File: src/rtl/gate_and_dmux_slice_pkg.sv
// Shared constants, types and the NAND primitive used by the basic-logic layer.
package logic_pkg;

  localparam int WORD_WIDTH = 16;

  typedef logic [WORD_WIDTH-1:0] word_t;

  localparam word_t WORD_ZERO = '0;

  // Two-input NAND: the only gating primitive this layer builds from.
  function automatic logic nand2(input logic x, input logic y);
    return ~(x & y);
  endfunction

endpackage

File: src/rtl/gate_and_dmux_slice_if.sv
// Operand/result bundle for the AND and demux slice.
interface gate_and_dmux_slice_if #(
  parameter int WIDTH = 16
);

  logic             a;
  logic             b;
  logic [WIDTH-1:0] a16;
  logic [WIDTH-1:0] b16;
  logic             in;
  logic             sel;
  logic             y_and;
  logic [WIDTH-1:0] y16_and;
  logic             a_out;
  logic             b_out;
  logic             y_and_q;
  logic [WIDTH-1:0] y16_and_q;
  logic             a_out_q;
  logic             b_out_q;

  // Driver side: supplies operands, observes results.
  modport master (
    output a, b, a16, b16, in, sel,
    input  y_and, y16_and, a_out, b_out,
    input  y_and_q, y16_and_q, a_out_q, b_out_q
  );

  // Slice side: consumes operands, produces results.
  modport slave (
    input  a, b, a16, b16, in, sel,
    output y_and, y16_and, a_out, b_out,
    output y_and_q, y16_and_q, a_out_q, b_out_q
  );

endinterface

File: src/rtl/gate_and_dmux_slice_cell.sv
// 1-bit AND cell: NAND followed by a NAND wired as an inverter.
module nand_and_cell
  import logic_pkg::*;
(
  input  logic a,
  input  logic b,
  output logic y
);

  logic n;

  assign n = nand2(a, b);
  assign y = nand2(n, n);

endmodule

File: src/rtl/gate_and_dmux_slice.sv
// Scalar AND, bus AND and 1:2 demux, each with a combinational output and
// a one-cycle registered copy.
module gate_and_dmux_slice
  import logic_pkg::*;
#(
  parameter int WIDTH = WORD_WIDTH
) (
  input logic                   clk,
  input logic                   rst_n,
  gate_and_dmux_slice_if.slave  bus
);

  logic             y_and;
  logic [WIDTH-1:0] y16_and;
  logic             a_out;
  logic             b_out;
  logic             sel_n;

  logic             y_and_d,   y_and_q;
  logic [WIDTH-1:0] y16_and_d, y16_and_q;
  logic             a_out_d,   a_out_q;
  logic             b_out_d,   b_out_q;

  nand_and_cell u_and (.a(bus.a), .b(bus.b), .y(y_and));

  for (genvar i = 0; i < WIDTH; i++) begin : g_bit
    nand_and_cell u_and16 (.a(bus.a16[i]), .b(bus.b16[i]), .y(y16_and[i]));
  end

  // Demux: each leg is the data gated by its own select polarity, so the
  // two outputs can never be high together.
  assign sel_n = nand2(bus.sel, bus.sel);

  nand_and_cell u_dmux_a (.a(bus.in), .b(sel_n),   .y(a_out));
  nand_and_cell u_dmux_b (.a(bus.in), .b(bus.sel), .y(b_out));

  // Next register state is simply the current combinational result.
  always_comb begin
    y_and_d   = y_and;
    y16_and_d = y16_and;
    a_out_d   = a_out;
    b_out_d   = b_out;
  end

  // Output registers; reset clears them without waiting for a clock.
  always_ff @(posedge clk or negedge rst_n) begin
    if (!rst_n) begin
      y_and_q   <= 1'b0;
      y16_and_q <= WIDTH'(WORD_ZERO);
      a_out_q   <= 1'b0;
      b_out_q   <= 1'b0;
    end else begin
      y_and_q   <= y_and_d;
      y16_and_q <= y16_and_d;
      a_out_q   <= a_out_d;
      b_out_q   <= b_out_d;
    end
  end

  assign bus.y_and     = y_and;
  assign bus.y16_and   = y16_and;
  assign bus.a_out     = a_out;
  assign bus.b_out     = b_out;
  assign bus.y_and_q   = y_and_q;
  assign bus.y16_and_q = y16_and_q;
  assign bus.a_out_q   = a_out_q;
  assign bus.b_out_q   = b_out_q;

endmodule

File: src/flat_wrapper.sv
// flat-port wrapper written by rule: the top's interface ports become plain ports
module gate_and_dmux_slice_flat import logic_pkg::*;
#(
  parameter int WIDTH = WORD_WIDTH
)
  (clk, rst_n, bus_a, bus_b, bus_a16, bus_b16, bus_in, bus_sel, bus_y_and, bus_y16_and, bus_a_out, bus_b_out, bus_y_and_q, bus_y16_and_q, bus_a_out_q, bus_b_out_q);
  gate_and_dmux_slice_if #(.WIDTH(WIDTH)) bus_i ();
  input logic clk;
  input logic rst_n;
  input wire logic [$bits(bus_i.a)-1:0] bus_a;
  input wire logic [$bits(bus_i.b)-1:0] bus_b;
  input wire logic [$bits(bus_i.a16)-1:0] bus_a16;
  input wire logic [$bits(bus_i.b16)-1:0] bus_b16;
  input wire logic [$bits(bus_i.in)-1:0] bus_in;
  input wire logic [$bits(bus_i.sel)-1:0] bus_sel;
  output wire logic [$bits(bus_i.y_and)-1:0] bus_y_and;
  output wire logic [$bits(bus_i.y16_and)-1:0] bus_y16_and;
  output wire logic [$bits(bus_i.a_out)-1:0] bus_a_out;
  output wire logic [$bits(bus_i.b_out)-1:0] bus_b_out;
  output wire logic [$bits(bus_i.y_and_q)-1:0] bus_y_and_q;
  output wire logic [$bits(bus_i.y16_and_q)-1:0] bus_y16_and_q;
  output wire logic [$bits(bus_i.a_out_q)-1:0] bus_a_out_q;
  output wire logic [$bits(bus_i.b_out_q)-1:0] bus_b_out_q;
  assign bus_i.a = bus_a;
  assign bus_i.b = bus_b;
  assign bus_i.a16 = bus_a16;
  assign bus_i.b16 = bus_b16;
  assign bus_i.in = bus_in;
  assign bus_i.sel = bus_sel;
  assign bus_y_and = bus_i.y_and;
  assign bus_y16_and = bus_i.y16_and;
  assign bus_a_out = bus_i.a_out;
  assign bus_b_out = bus_i.b_out;
  assign bus_y_and_q = bus_i.y_and_q;
  assign bus_y16_and_q = bus_i.y16_and_q;
  assign bus_a_out_q = bus_i.a_out_q;
  assign bus_b_out_q = bus_i.b_out_q;
  gate_and_dmux_slice #(.WIDTH(WIDTH)) u_core (.clk(clk), .rst_n(rst_n), .bus(bus_i));
endmodule
File: config.mk
export PLATFORM = sky130hd
export DESIGN_NAME = gate_and_dmux_slice_flat
export DESIGN_NICKNAME = d
export VERILOG_FILES = /design/src/rtl/gate_and_dmux_slice_pkg.sv /design/src/rtl/gate_and_dmux_slice_if.sv /design/src/rtl/gate_and_dmux_slice_cell.sv /design/src/rtl/gate_and_dmux_slice.sv /design/src/flat_wrapper.sv
export SDC_FILE = /design/constraint.sdc
export NUM_CORES = 1
export LEC_CHECK = 0
export BUFFER_PORTS_ARGS = -buffer_cell sky130_fd_sc_hd__buf_2
export CELL_PAD_IN_SITES_DETAIL_PLACEMENT = 1
export CELL_PAD_IN_SITES_GLOBAL_PLACEMENT = 1
export CORE_MARGIN = 5
export CORE_UTILIZATION = 24
export DETAILED_ROUTE_END_ITERATION = 10
export PLACE_DENSITY_LB_ADDON = 0.1
export RECOVER_POWER = 100
export SYNTH_ARGS = -nofsm -noshare
export SYNTH_HDL_FRONTEND = slang
export SYNTH_SLANG_ARGS = --single-unit
File: constraint.sdc
create_clock -name clk -period 1.55 [get_ports clk]
set_input_delay 0.465 -clock clk [delete_from_list [all_inputs] [get_ports clk]]
set_output_delay 0.465 -clock clk [all_outputs]
set_load 0.02 [all_outputs]
# After elaboration in Yosys (flattened, before gate mapping)
# Cells that the tools add are included.
# totals
regBits,19
inputBits,38
word_cells,24
# classes
n_bitwise,20
# ops
operator,n
AND 1 bit,19
NOT 1 bit,1

# Longest topological paths before layout
# Gate-level depths: netlist of the first run.
# logic_depth
ltp_word,2
mapped_depth,2

# Modules after synthesis
# From an unflattened synthesis of the first run, not the netlist that was laid out.
# unflattened
cells_unflattened,39
hier_area_um2,598.1
# by_module_without_submodules
mod,instances,cells_per_inst,area_each_um2,seq_area_each_um2
gate_and_dmux_slice,1,20,479.2,475.5
nand_and_cell,19,1,6.3,0.0

# Worst setup path before layout of the first run
# No wires, ideal clock.
# synth_timing
kind,input -> output
from,input port bus_in
to,output port bus_a_out
arrival_ns,0.818
slack_ns,0.267
stages,1
path_buffers,0
cell_sequence,nor2b_1
# synth_between
elab_chain_len,1
# synth_lines
item,line_no,text
"start, declared",flat_wrapper.sv:14,input wire logic [$bits(bus_i.in)-1:0] bus_in;
AND 1 bit,gate_and_dmux_slice_pkg.sv:12,return ~(x & y);
"end, declared",flat_wrapper.sv:18,output wire logic [$bits(bus_i.a_out)-1:0] bus_a_out;
# No other way between the ends.

# Worst setup path in the final report of the first run
# layout_timing
from,input port bus_a16[11]
to,output port bus_y16_and[11]
# layout_between
elab_chain_len,1
# layout_lines
item,line_no,text
"start, declared",flat_wrapper.sv:12,input wire logic [$bits(bus_i.a16)-1:0] bus_a16;
AND 1 bit,gate_and_dmux_slice_pkg.sv:12,
"end, declared",flat_wrapper.sv:17,output wire logic [$bits(bus_i.y16_and)-1:0] bus_y16_and;
# No other way between the ends.

==> flow_metrics.py, run 1 <==
metrics = {
    "route": {
        "viasPerCell": 3.946,
        "vias": 584,
        "ant_nets": 0,
        "first_pass_iters": 2,
        "wl_per_cell_um": 12.76,
        "drt-total-wl_um": 1889,
        "drcViolationCount": 0,
        "drt-initial-drc-count": 9,
    },
    "global_route": {
        "gr-total-overflow": 0,
        "grt_pass1_vias": 658,
        "groute.usage.overall_pct": 9.267,
        "grt_pass1_wl_um": 2967,
        "grt_max_degree": 20,
        "antenna_found_initial": 0,
    },
    "yosys": {
        "syn_nets": 92,
        "synth_edf_count": 0,
        "yosysTopAreaCell": "dfrtp_1",
        "async_reset_ff_share_pct": 100.0,
        "syn_avg_cell_area_sq_um": 13.23,
        "ys_seq_elements": 19,
        "synth_area_leaders": "dfrtp_1 67%, buf_4 17%, and2_1 16%",
        "yosys-top-cells-count": "19 x dfrtp_1, 18 x and2_1, 16 x buf_4, 1 x nor2b_1",
        "synth_top_area_share_pct": 66.55,
        "synth-seq-area-share_pct": 66.55,
        "synth_flop_cell": "dfrtp_1",
        "yosysUniqueCellTypes": 4,
        "synth_area_sq_um": 714.4,
        "synth_most_common_cell": "dfrtp_1",
        "ys.warnings.count": 0,
        "synthCells": 54,
    },
    "power_and_ir_drop": {
        "clkPwrFrac_pct": 25.8,
        "p_leak_nw": 0.4942,
        "switchingPower_mw": 0.2723,
        "pwr-share-seq_pct": 55.4,
        "power.total_mw": 0.9505,
        "p_per_area_nw_per_um2": 960.3,
        "p_int_mw": 0.6782,
        "power_frac_comb_pct": 18.8,
        "p_sw_share_pct": 28.65,
        "vdd_drop_max_mv": 0.2996,
    },
    "floorplanning": {
        "core_region_area_sq_um": 2805,
        "die_x_um": 64.56,
        "io_pins": 76,
        "row_count": 19,
        "die-area_sq_um": 4168,
        "die_y_um": 64.56,
        "start_util_pct": 25.47,
    },
    "sta": {
        "tightest_slew_ns": 1.015,
        "max_freq_mhz": 705.6,
        "slew_headroom_pct": 32.33,
        "hold_viol_final": 0,
        "fin_crit_ns": 1.417,
        "min_period_over_period_pct": 91.43,
        "setup_violations": 0,
        "rsz0062_at_grt": "false",
        "tns_ns": 0,
        "slew_viol_final": 0,
    },
    "worst_setup_path": {
        "cp.required_ns": 1.08,
        "crit_type": "primary input to output port",
        "arrival_ns": 0.95,
        "worstPathCellList": "buf_2 -> and2_0 -> clkbuf_1",
        "worstPathMaxFanout": 2,
        "cp_slowest_cell": "clkbuf_1",
        "slowest_delay_ns": 0.26,
        "critPathLaunchType": "primary input",
        "endpoint_kind": "output port",
    },
    "worst_hold_path": {
        "hold_class": "primary input to asynchronous set/reset pin",
    },
    "place": {
        "placed_area_sq_um": 1008,
        "io_buffer_count": 75,
        "hpwlAfterDp_um": 1572,
        "gp_congestion": 0.6611,
    },
    "clock_network": {
        "ctsResizeCount": 0,
        "post-cts-setup-buffers": 0,
        "htree_levels": 1,
        "postCtsHoldBufs": 0,
        "clock_sinks": 19,
        "cts_tree": "done",
        "max-clock-path-buffers": 2,
        "clkSlewWorstSetupHoldPaths_ns": 0.11,
        "clock-root-buffer": "clkbuf_4",
        "numCtsBuffers": 3,
    },
    "layout": {
        "antenna_cells": 0,
        "drive_gt1_share_pct": 35.90,
        "syn2layout_area_growth_pct": 38.53,
        "stdcell_area_sq_um": 989.7,
        "nets": 156,
    },
    "status": {
        "outcome": "finished, final reports clean",
    },
    "flow_run": {
        "maxCapViolCount": 0,
    },
}
[path summary, 6_finish.rpt]
kind                              from                  endpoint  depth (start not counted)
min in group clk               bus_sel        u_core.bus.a_out_q                          2
min                              rst_n  u_core.bus.y16_and_q[12]                          1
max in group asynchronous        rst_n  u_core.bus.y16_and_q[10]                          1
max                        bus_a16[11]           bus_y16_and[11]                          3
[routing by layer]
layer	up-vias	part of all wire [%]	GRT usage (%)
met5	-	0	0
met1	268	31	7.983
met3	2	14	3.109
li1	274	-	-
met2	40	53	17.78
met4	0	1.4	6.332
[state kept, by name, summed over array words and instances (netlist names)]
name	cells
u_core.bus.y16_and_q	16
u_core.bus.y_and_q	1
u_core.bus.b_out_q	1
u_core.bus.a_out_q	1
[critical path, delay by kind of cell]
kind                   cells  cell delay (ns)
buffers and inverters      2             0.33
and+or+nand+nor            1             0.16
[cell usage in the layout, fill, tap and decap left out]
cell type,count
dfrtp_1,19
buf_2,38
and2_0,18
clkbuf_4,3
clkinv_2,1
clkbuf_1,37
nor2b_1,1
[stage by stage]
stage	util, %	std cells	setup WS (ns)	hold slack (ns)
final	35.28	148	0.1328	0.3121
after global routing	35.28	148	0.09333	0.3193
after CTS	36.93	148	0.1806	0.09687
after detailed placement	35.95	144	0.1806	0.4366
after global placement	35.95	144	0.1865	0.4347
after floorplan	-	54	0.2671	0.1694
[power by group through the flow]
stage	Sequential (mW)	Combinational (mW)	Clock, mW
3_3_place_gp	0.534	0.195	0
2_1_floorplan	0.570	0.0870	0
6_report	0.526	0.179	0.245
5_1_grt	0.530	0.197	0.289
3_5_place_dp	0.535	0.199	0
4_1_cts	0.526	0.199	0.269
[cell families after synthesis]
group                  share of synthesized area [%]
DFF                                            66.55
buffers and inverters                          16.81
and+or+nand+nor                                16.64
[area by class of cell]
class / instances / area (sq um)
Fill cell: 355 / 1815
Clock inverter: 1 / 5.005
Multi-Input combinational cell: 19 / 118.9
Clock buffer: 3 / 22.52
Sequential cell: 19 / 475.5
Tap cell: 31 / 38.79
Timing Repair Buffer: 75 / 329.1
(Power assumes the default switching activity.)
==> run 2, diff against run 1 <==
==> constraint.sdc (replaced) <==
create_clock -name clk -period 1.55 [get_ports clk]
set_input_delay 0.465 -clock clk [delete_from_list [all_inputs] [get_ports clk]]
set_output_delay 0.465 -clock clk [all_outputs]
set_load 0.05 [all_outputs]
==> flow_metrics.py, run 2 (same netlist as run 1, synthesis figures left out) <==
metrics = {
    "status": {
        "outcome": "finished, final reports clean",
    },
    "flow_run": {
        "maxCapViolCount": 0,
    },
    "layout": {
        "largest_register": "u_core.bus.y16_and_q",
        "largest_reg_flops": 16,
        "nets": 156,
        "nFillCells": 351,
        "antenna_cells": 0,
        "syn2layout_area_growth_pct": 44.66,
        "final_cell_mix": "37 x buf_2, 37 x clkbuf_2, 19 x dfrtp_1",
        "drive_gt1_share_pct": 65.81,
    },
    "worst_hold_path": {
        "hold_class": "primary input to asynchronous set/reset pin",
    },
    "route": {
        "drt-initial-drc-count": 9,
        "viasPerCell": 3.939,
        "vias": 583,
        "wl_per_cell_um": 12.41,
        "drcViolationCount": 0,
        "first_pass_iters": 3,
        "ant_nets": 0,
        "drt-total-wl_um": 1836,
    },
    "floorplanning": {
        "row_count": 19,
        "start_util_pct": 25.47,
        "die_y_um": 64.56,
        "die-area_sq_um": 4168,
        "die_x_um": 64.56,
        "core_region_area_sq_um": 2805,
        "io_pins": 76,
    },
    "sta": {
        "timing.final.ws_setup_ns": 0.08552,
        "setup_violations": 0,
        "min_period_over_period_pct": 94.48,
        "tns_ns": 0,
        "slew_viol_final": 0,
        "tightest_slew_ns": 1.037,
        "rsz0062_at_grt": "false",
        "fin_crit_ns": 1.464,
        "hold_viol_final": 0,
        "slew_headroom_pct": 30.87,
        "max_freq_mhz": 682.8,
    },
    "worst_setup_path": {
        "slowest_delay_ns": 0.30,
        "worstPathMaxFanout": 2,
        "critPathLaunchType": "primary input",
        "crit_family": "buffers and inverters",
        "endpoint_kind": "output port",
        "cp_slowest_cell": "clkbuf_2",
        "critPathBufInv": 2,
        "arrival_ns": 1.00,
        "crit_type": "primary input to output port",
        "worstPathCellList": "buf_2 -> nor2b_1 -> clkbuf_2",
        "cp.required_ns": 1.08,
    },
    "clock_network": {
        "max-clock-path-buffers": 2,
        "numCtsBuffers": 3,
        "ctsResizeCount": 0,
        "post-cts-setup-buffers": 0,
        "postCtsHoldBufs": 0,
        "clkSlewWorstSetupHoldPaths_ns": 0.11,
        "htree_levels": 1,
        "clock-root-buffer": "clkbuf_4",
        "cts_tree": "done",
        "clock_sinks": 19,
    },
    "power_and_ir_drop": {
        "vdd_drop_max_mv": 0.3378,
        "p_per_area_nw_per_um2": 1047,
        "p_leak_nw": 0.6070,
    },
    "global_route": {
        "antenna_found_initial": 0,
        "grt_pass1_wl_um": 2898,
        "groute.usage.overall_pct": 8.972,
        "grt_max_degree": 20,
        "grt_pass1_vias": 636,
        "gr-total-overflow": 0,
    },
    "place": {
        "pre_cts_ws_ns": 0.1063,
        "io_buffer_count": 75,
        "gp_congestion": 0.6646,
    },
}
## run 2: cell types whose count changed in the layout (fill, tap and decap cells not counted), sizes merged
| cell | previous run | this run |
|---|---|---|
| clkbuf | 40 | 42 |
| buf | 38 | 37 |
| clkinv | 1 | 0 |
## run 2: area by class of cell
cell class	count	area, sq um	share of cell area, %
Tap cell	31	38.79	3.753
Multi-Input combinational cell	19	118.9	11.50
Sequential cell	19	475.5	46.00
Clock buffer	4	26.28	2.542
Timing Repair Buffer	75	374.1	36.20
## run 2: power by group
group / internal (mW) / switching, mW
Combinational: 0.0745 / 0.236
Sequential: 0.520 / 0.00595
Clock: 0.0999 / 0.147
Total: 0.694 / 0.388
## run 2: through the flow
stage               util, %  hold slack, ns  instance area, sq um  power, mW  std cells
floorplan                 -          0.1694                 716.9     0.7767         54
global placement      36.04          0.4367                  1011     0.8505        144
detailed placement    36.04          0.4428                  1011     0.8540        144
CTS                   36.98          0.1100                  1037      1.111        148
global route          36.84          0.3260                  1033      1.139        148
finish                36.84          0.3240                  1033      1.083        148
## run 2: worst paths after layout
path	cells after the start	to	slack, ns	start
min in group clk	2	u_core.bus.a_out_q	0.34	bus_sel
worst min-delay path	1	u_core.bus.y16_and_q[15]	0.32	rst_n
max in group asynchronous	1	u_core.bus.y16_and_q[5]	0.61	rst_n
worst max-delay path	3	bus_a_out	0.09	bus_sel
## run 2: per-layer routing
layer,wire (um),global-route usage [%]
met5,0,0
met2,1032,17.01
met4,27,5.541
met1,555,8.190
met3,220,2.936
==> run 3, diff against run 2 <==
CORE_UTILIZATION = 26   (was 24)
CTS_BUF_LIST = sky130_fd_sc_hd__clkbuf_4 sky130_fd_sc_hd__clkbuf_8   (was unset)
MAX_ROUTING_LAYER = met4   (was unset)
==> flow_metrics.py, run 3 (same netlist as run 1, synthesis figures left out) <==
metrics = {
    "worst_hold_path": {
        "hold_class": "primary input to asynchronous set/reset pin",
    },
    "sta": {
        "min_period_over_period_pct": 93.89,
        "tns_ns": 0,
        "rsz0062_at_grt": "false",
        "slew_viol_final": 0,
        "hold_viol_final": 0,
        "fin_crit_ns": 1.455,
        "slew_headroom_pct": 33.68,
        "timing.final.ws_setup_ns": 0.09474,
        "max_freq_mhz": 687.2,
        "tightest_slew_ns": 0.9948,
        "setup_violations": 0,
    },
    "route": {
        "viasPerCell": 3.892,
        "wl_per_cell_um": 11.59,
        "drt-total-wl_um": 1716,
        "first_pass_iters": 3,
        "vias": 576,
        "drt-initial-drc-count": 4,
        "drcViolationCount": 0,
        "ant_nets": 0,
    },
    "global_route": {
        "antenna_found_initial": 0,
        "grt_max_degree": 20,
        "grt_pass1_wl_um": 2746,
        "gr-total-overflow": 0,
        "grt_pass1_vias": 640,
        "groute.usage.overall_pct": 9.119,
    },
    "power_and_ir_drop": {
        "switchingPower_mw": 0.3745,
        "p_sw_share_pct": 34.48,
        "p_per_area_nw_per_um2": 1047,
        "pwr-share-seq_pct": 48.4,
        "power_frac_comb_pct": 28.4,
        "p_leak_nw": 0.6105,
        "power.total_mw": 1.086,
        "clkPwrFrac_pct": 23.2,
        "p_int_mw": 0.7117,
        "vdd_drop_max_mv": 0.4763,
    },
    "layout": {
        "syn2layout_area_growth_pct": 45.18,
        "stdcell_area_sq_um": 1037,
        "largest_reg_flops": 16,
        "final_cells": 148,
        "nFillCells": 337,
        "antenna_cells": 0,
        "nets": 156,
        "largest_register": "u_core.bus.y16_and_q",
        "drive_gt1_share_pct": 66.67,
        "final_cell_mix": "37 x buf_2, 37 x clkbuf_2, 19 x dfrtp_1",
    },
    "worst_setup_path": {
        "cp.required_ns": 1.08,
        "worstPathMaxFanout": 2,
        "crit_type": "primary input to output port",
        "critPathLaunchType": "primary input",
        "endpoint_kind": "output port",
        "arrival_ns": 0.99,
    },
    "clock_network": {
        "max-clock-path-buffers": 2,
        "post-cts-setup-buffers": 0,
        "numCtsBuffers": 3,
        "clkSlewWorstSetupHoldPaths_ns": 0.10,
        "ctsResizeCount": 0,
        "postCtsHoldBufs": 0,
        "htree_levels": 1,
        "cts_tree": "done",
        "clock_sinks": 19,
        "clock-root-buffer": "clkbuf_4",
    },
    "floorplanning": {
        "io_pins": 76,
        "die-area_sq_um": 3896,
        "die_y_um": 62.42,
        "core_region_area_sq_um": 2686,
        "row_count": 19,
        "die_x_um": 62.42,
        "start_util_pct": 26.60,
    },
    "place": {
        "placed_area_sq_um": 1011,
        "gp_congestion": 0.6825,
        "hpwlAfterDp_um": 1520,
        "io_buffer_count": 75,
        "pre_cts_ws_ns": 0.1265,
        "dpl.cell_count": 144,
    },
    "status": {
        "outcome": "finished, final reports clean",
    },
    "flow_run": {
        "maxCapViolCount": 0,
    },
}
==> run 3: changes by cell type in the layout (fill, tap and decap cells not counted) <==
cell and delta:
clkbuf_1 -1, clkbuf_4 +1
==> run 3: final cells by class <==
cell class	instances	area, sq um	area share, %
Timing Repair Buffer	75	374.1	36.07
Clock buffer	4	30.03	2.895
Tap cell	31	38.79	3.739
Sequential cell	19	475.5	45.84
Multi-Input combinational cell	19	118.9	11.46
==> run 3: power by group through the flow <==
stage | sequential [mW] | clock [mW] | combinational [mW]
floorplan | 0.629 | 0 | 0.148
global placement | 0.535 | 0 | 0.315
detailed placement | 0.535 | 0 | 0.318
CTS | 0.525 | 0.280 | 0.318
global route | 0.530 | 0.298 | 0.327
finish | 0.526 | 0.252 | 0.309
==> run 3: per-layer routing <==
layer | vias up | global-route usage [%] | share of wire (%)
li1 | 276 | - | -
met3 | 2 | 5.935 | 18
met4 | 0 | 3.979 | 0.52
met2 | 42 | 15.67 | 51
met1 | 256 | 7.588 | 31
met5 | - | - | 0
==> run 3: through the flow <==
step                util [%]  hold slack (ns)
finish                 38.61           0.3144
global route           38.61           0.3292
CTS                    38.75          0.09924
detailed placement     37.63           0.4283
global placement       37.63           0.4317
floorplan                  -           0.1694
==> run 3: critical path, stage by stage <==
cell and delay, ns:
buf_2 0.10, nor2b_1 0.13, clkbuf_2 0.29
==> run 3: path summary, 6_finish.rpt <==
check	start	to	slack, ns	cells after the start
max in group asynchronous	rst_n	u_core.bus.y16_and_q[4]	0.63	1
worst max-delay path	bus_sel	bus_a_out	0.09	3
worst min-delay path	rst_n	u_core.bus.y16_and_q[13]	0.31	1
min in group clk	bus_sel	u_core.bus.a_out_q	0.34	2
